<file path="src/rtl/num_decoder7_if.sv">
// Signal bundle between a digit source and the num_decoder7 segment driver.
// The source (master) drives the latch/blank/lamp-test controls and the digit
// code; the decoder (slave) returns the registered segment lines.
interface num_decoder7_if;
  logic       LE;
  logic       BL;
  logic       LT;
  logic [3:0] D;
  logic [6:0] L;

  modport master (
    output LE,
    output BL,
    output LT,
    output D,
    input  L
  );

  modport slave (
    input  LE,
    input  BL,
    input  LT,
    input  D,
    output L
  );
endinterface

</file>
<file path="src/rtl/num_decoder7.sv">
// BCD/hex to 7-segment decoder/driver modelled on the CD4511.
// A clocked input latch holds the digit while LE=1. While LE=0 the incoming
// code is decoded directly, so there is no extra cycle of delay. Lamp test
// overrides blanking, blanking overrides decode, and the result is registered
// so the segment lines never glitch. Segment order is L[6]=a .. L[0]=g.
module num_decoder7 #(
  parameter bit HEX_MODE    = 1'b0,
  parameter bit SEG_ACT_LOW = 1'b0
) (
  input  logic           clk,
  input  logic           rst_n,
  num_decoder7_if.slave  bus
);

  // Value the output register takes during reset: all segments dark.
  localparam logic [6:0] BLANK_OUT = SEG_ACT_LOW ? 7'h7F : 7'h00;

  logic [3:0] d_q;
  logic [3:0] d_d;
  logic [3:0] sel;
  logic [6:0] seg_dec;
  logic [6:0] seg_pri;
  logic [6:0] l_d;
  logic [6:0] l_q;

  // Latch next-state and the code actually being decoded this cycle.
  always_comb begin
    d_d = bus.LE ? d_q : bus.D;
    sel = bus.LE ? d_q : bus.D;
  end

  // Decode table; codes above 9 are letters only when HEX_MODE is set.
  always_comb begin
    seg_dec = 7'h00;
    unique case (sel)
      4'd0:  seg_dec = 7'h7E;
      4'd1:  seg_dec = 7'h30;
      4'd2:  seg_dec = 7'h6D;
      4'd3:  seg_dec = 7'h79;
      4'd4:  seg_dec = 7'h33;
      4'd5:  seg_dec = 7'h5B;
      4'd6:  seg_dec = 7'h5F;
      4'd7:  seg_dec = 7'h70;
      4'd8:  seg_dec = 7'h7F;
      4'd9:  seg_dec = 7'h7B;
      4'd10: seg_dec = HEX_MODE ? 7'h77 : 7'h00;
      4'd11: seg_dec = HEX_MODE ? 7'h1F : 7'h00;
      4'd12: seg_dec = HEX_MODE ? 7'h4E : 7'h00;
      4'd13: seg_dec = HEX_MODE ? 7'h3D : 7'h00;
      4'd14: seg_dec = HEX_MODE ? 7'h4F : 7'h00;
      4'd15: seg_dec = HEX_MODE ? 7'h47 : 7'h00;
      default: seg_dec = 7'h00;
    endcase
  end

  // Lamp test beats blanking beats decode; polarity is applied last.
  always_comb begin
    seg_pri = seg_dec;
    if (!bus.LT) begin
      seg_pri = 7'h7F;
    end else if (!bus.BL) begin
      seg_pri = 7'h00;
    end
    l_d = SEG_ACT_LOW ? ~seg_pri : seg_pri;
  end

  // Input latch and output register; reset clears the digit and darkens the display.
  always_ff @(posedge clk or negedge rst_n) begin
    if (!rst_n) begin
      d_q <= 4'h0;
      l_q <= BLANK_OUT;
    end else begin
      d_q <= d_d;
      l_q <= l_d;
    end
  end

  assign bus.L = l_q;

endmodule

</file>
<file path="src/flat_wrapper.sv">
// flat-port wrapper written by rule: the top's interface ports become plain ports
module num_decoder7_flat 
#(
  parameter bit HEX_MODE    = 1'b0,
  parameter bit SEG_ACT_LOW = 1'b0
)
  (clk, rst_n, bus_LE, bus_BL, bus_LT, bus_D, bus_L);
  num_decoder7_if bus_i ();
  input  logic clk;
  input  logic rst_n;
  input wire logic [$bits(bus_i.LE)-1:0] bus_LE;
  input wire logic [$bits(bus_i.BL)-1:0] bus_BL;
  input wire logic [$bits(bus_i.LT)-1:0] bus_LT;
  input wire logic [$bits(bus_i.D)-1:0] bus_D;
  output wire logic [$bits(bus_i.L)-1:0] bus_L;
  assign bus_i.LE = bus_LE;
  assign bus_i.BL = bus_BL;
  assign bus_i.LT = bus_LT;
  assign bus_i.D = bus_D;
  assign bus_L = bus_i.L;
  num_decoder7 #(.HEX_MODE(HEX_MODE), .SEG_ACT_LOW(SEG_ACT_LOW)) u_core (.clk(clk), .rst_n(rst_n), .bus(bus_i));
endmodule
</file>
<file path="config.mk">
export PLATFORM = sky130hd
export DESIGN_NAME = num_decoder7_flat
export DESIGN_NICKNAME = d
export VERILOG_FILES = /design/src/rtl/num_decoder7_if.sv /design/src/rtl/num_decoder7.sv /design/src/flat_wrapper.sv
export SDC_FILE = /design/constraint.sdc
export NUM_CORES = 1
export LEC_CHECK = 0
export CORE_AREA = 2 2 39 41
export DETAILED_ROUTE_END_ITERATION = 8
export DIE_AREA = 0 0 41 43
export GPL_TIMING_DRIVEN = 1
export HOLD_SLACK_MARGIN = 0.15
export MAX_ROUTING_LAYER = met4
export PLACE_DENSITY = 0.79
export SKIP_CTS_REPAIR_TIMING = 1
export SYNTH_ARGS = -nofsm -noshare
export SYNTH_HDL_FRONTEND = slang
export SYNTH_SLANG_ARGS = --single-unit
</file>
<file path="constraint.sdc">
create_clock -name clk -period 3.7 [get_ports clk]
set_clock_uncertainty 0.1 [all_clocks]
set_input_delay 1.11 -clock clk [delete_from_list [all_inputs] [get_ports clk]]
set_output_delay 1.11 -clock clk [all_outputs]
set_load 0.01 [all_outputs]
</file>
# Yosys cells after proc, flatten, opt, wreduce, memory -nomap -nowiden
# Memory sizes are Yosys's and may differ from the RTL's.
# Cells that the tools add are included.
[op_classes]
mux = 3
[op_table]
columns = ["op", "n"]
rows = [
  ["two-way mux 7 bit", 2],
  ["two-way mux 4 bit", 1],
]
[word_totals]
regBits = 11
output_inout_bits = 7
input_bits = 9
rom_bits = 112
n_memories = 1
[memory_table]
columns = ["name", "depth", "width", "read_ports", "rd_ports_with_merged_regs", "write_ports", "line", "rtl"]
rows = [
  ["(no name shown)", 16, 7, 1, 0, 0, "num_decoder7.sv:35", "unique case (sel)"],
]

# Longest topological paths before layout
# An unclocked memory read counts as a cell.
[logic_depth]
ltp_word = 4
depth_mapped = 9
depth_no_buf = 8

# Worst setup path before layout
# OpenSTA, ideal clock, no wires.
[synth_path]
kind = "input to register"
from = "input port bus_LE"
to = "register u_core.l_q[1] (netlist: u_core.bus.L[1])"
cell_stages = 8
path_slack_ps = 1261
t_arrival_ps = 2199
required_ps = 3460
cell_sequence = "buf_6 > o21a_1 > inv_1 > ha_1 > nor2b_1 > o32a_1 > a21oi_1 > o21ai_0"
[synth_between]
elab_chain_len = 4
[synth_lines]
columns = ["element", "line", "rtl"]
rows = [
  ["from (decl)", "flat_wrapper.sv:11", "input wire logic [$bits(bus_i.LE)-1:0] bus_LE;"],
  ["two-way mux 4 bit", "num_decoder7.sv:29", "sel = bus.LE ? d_q : bus.D;"],
  ["memory read (16 x 7 bit)", "--", ""],
  ["two-way mux 7 bit", "num_decoder7.sv:61", "end else if (!bus.BL) begin"],
  ["two-way mux 7 bit", "num_decoder7.sv:59", "if (!bus.LT) begin"],
  ["net u_core.l_d[1]", "num_decoder7.sv:23", "logic [6:0] l_d;"],
  ["to (signal assigned)", "num_decoder7.sv:74", "l_q <= l_d;"],
  ["to (decl)", "num_decoder7.sv:24", "logic [6:0] l_q;"],
]
# The timed path passes the listed nets, and every way through them passes these cells.

# Worst setup path after layout
[layout_path]
from = "input port bus_LE"
to = "register u_core.l_q[6] (netlist: u_core.bus.L[6])"
# Same word-level chain as after synthesis.

==> metrics.cfg <==
[outcome]
status=complete, no violations

[finish]
finalNonFillerCells=98
fin_area_um2=838
fillCellCount=122
syn_to_final_growth_pct=29.8
final_util_pct=60.6
num_antenna_cells=0
final_net_count=97
drive_above_1_share_pct=7.32

[place]
placed_cell_area_um2=812
dp_cells=94
finalWeightedCongestion=0.857
port_buffers=15
dp_hpwl_mm=1.06

[floorplan]
die_area_um2=1760
coreArea_um2=1380
io_pins=16
fp.dieW_um=41
start_util_pct=46.7
num_rows=14
dieHeight_um=43

[clocking]
cts.path.max_buffers=2
htree_levels=1
clock_latency_ns=0.27
cts_root_buf=clkbuf_4
clkSlewWorstSetupHoldPaths_ns=0.07
cts_tree=done
clock_sinks=11
cts_buffers=3

[routing]
drtAntennaViolNets=0
dr_total_vias=533
viasPerCell=5.44
post-route-drc-count=0
detail_route.wl_per_cell_um=14.1
dr.pass1.iters=4
routed_wl_mm=1.38
drt_iter0_markers=19

[timing]
rsz0062_at_grt=no
fin_hold_ws_ns=0.548
tightest_slew_ns=0.639
slew_headroom_pct=56.2
setup_violations=0
layout_min_cycle_time_ns=3.06
fmax_mhz=327
fin_crit_sh_pct=82.8
finalHoldViolCount=0
drv_slew=0
tns_ns=0

[logic_synthesis]
avgSynthCellArea_um2=10.2
ys_ff_latch=11
syn_area_um2=646
post_synth_num_cell_types=26
yosys-top-cells-area=dfrtp_1, ha_1, nor2b_1
yosysSeqAreaShare_pct=42.6
syn_inst=63
yosysTopAreaCell=dfrtp_1
synth_top_area_share_pct=42.6
ys.warnings.count=0
synth_nets=77

[power_and_ir_drop]
leakagePower_nw=0.364
irDropWorstVdd_mv=0.170
pwr_density_cell_nw_per_um2=368

[grt]
grt_pass1_vias=504
gr-total-overflow=0
grt_max_degree=12
track_usage_pct=19.6
antenna_found_initial=0
grt_pass1_wl_mm=2.23

[critical_path]
critPathMaxStageDelay_ns=0.67
crit_path_end_kind=register
critical_path.cell_chain=clkdlybuf4s50_1 -> mux2i_4 -> ha_1 -> nor2_1 -> o32ai_1 -> o21a_1 -> o21ai_0
cp_slowest_cell=clkdlybuf4s50_1
critical_path_class=in2reg
crit_required_ns=3.73
critPathLaunchType=input port
cp_max_fo=8
arrival_ns=3.09

[min_path]
min_path_type=reg2reg

[flow_run]
cap_violations=0

## power breakdown
group | internal (W) | switching, W
clock | 0.0000418 | 0.0000416
sequential | 0.000132 | 0.00000692
combinational | 0.0000443 | 0.0000425
total | 0.000218 | 0.0000909
## layout make-up
type	instances	area (um2)	share of cell area (%)
Inverter	7	26.3	3.13
Multi-Input combinational cell	44	333	39.7
Clock buffer	4	26.3	3.13
Timing Repair Buffer	16	158	18.8
Sequential cell	11	275	32.8
Tap cell	16	20.0	2.39
## cell families after synthesis
kind of cell / share of synthesized area [%]
AOI/OAI and AO/OA: 18.4
and+or+nand+nor: 12.2
DFF: 42.6
buffers and inverters: 5.81
muxes: 9.88
adders and majority gates: 9.69
xor gates and xnor gates: 1.36
## worst max-delay path: cells and delay by family
family                     cells  cell delay, ns
AOI/OAI and AO/OA              3            0.63
and+or+nand+nor                1            0.05
buffers and inverters          1            0.67
muxes                          1            0.38
adders and majority gates      1            0.24
## flip-flops by register name (all words and copies together) (netlist names)
signal and flops:
u_core.d_q 4, u_core.bus.L 7
## path summary, 6_finish.rpt
| path | slack (ns) | startpoint | to | cells past startpoint |
|---|---|---|---|---|
| setup / recovery | 0.64 | bus_LE | u_core.bus.L[6]$_DFF_PN0_ | 7 |
| hold / removal | 0.55 | u_core.d_q[1]$_DFF_PN0_ | u_core.d_q[1]$_DFF_PN0_ | 2 |
| setup reg to reg | 1.88 | u_core.d_q[1]$_DFF_PN0_ | u_core.bus.L[6]$_DFF_PN0_ | 6 |
| hold reg to reg | 0.55 | u_core.d_q[1]$_DFF_PN0_ | u_core.d_q[1]$_DFF_PN0_ | 2 |
| max in group asynchronous | 2.12 | rst_n | u_core.d_q[2]$_DFF_PN0_ | 1 |
| min in group asynchronous | 1.06 | rst_n | u_core.bus.L[0]$_DFF_PN0_ | 1 |
## through the flow
stage,total power [W],worst slack [ns]
floorplan,0.000188,1.26
global placement,0.000225,0.442
detailed placement,0.000227,0.382
CTS,0.000311,0.667
global route,0.000328,0.546
finish,0.000309,0.638
## metal layers
metal,vias to the layer above,GRT usage [%],share of wire [%]
met4,0,12.0,2.6
met5,-,-,0
met1,246,25.7,44
met3,5,1.57,5.2
li1,262,-,-
met2,20,28.1,48
## synth_stat cells
| cell type | n |
|---|---|
| ha_1 | 5 |
| buf_6 | 1 |
| nor3_1 | 1 |
| o2111ai_1 | 1 |
| mux2i_1 | 3 |
| a21oi_1 | 3 |
| nor2_1 | 3 |
| inv_1 | 7 |
| o32a_1 | 1 |
| o311ai_1 | 1 |
| xnor2_1 | 1 |
| o221ai_1 | 1 |
| and3_1 | 1 |
| o21a_1 | 2 |
| nand3b_1 | 1 |
| mux2i_4 | 1 |
| dfrtp_1 | 11 |
| nand2b_1 | 1 |
| o21ai_0 | 5 |
| o32ai_1 | 1 |
| nor2b_1 | 5 |
| nand2_1 | 3 |
| o211ai_1 | 1 |
| mux2_2 | 1 |
| a31oi_1 | 1 |
| o21ai_1 | 1 |
## cell usage in the layout (no fill, tap or decap), types with 5 or more instances in the layout
| master | n |
|---|---|
| ha_1 | 5 |
| nor2b_1 | 5 |
| clkdlybuf4s50_1 | 15 |
| o21ai_0 | 5 |
| dfrtp_1 | 11 |
| inv_1 | 7 |
(Power assumes the default switching activity.)
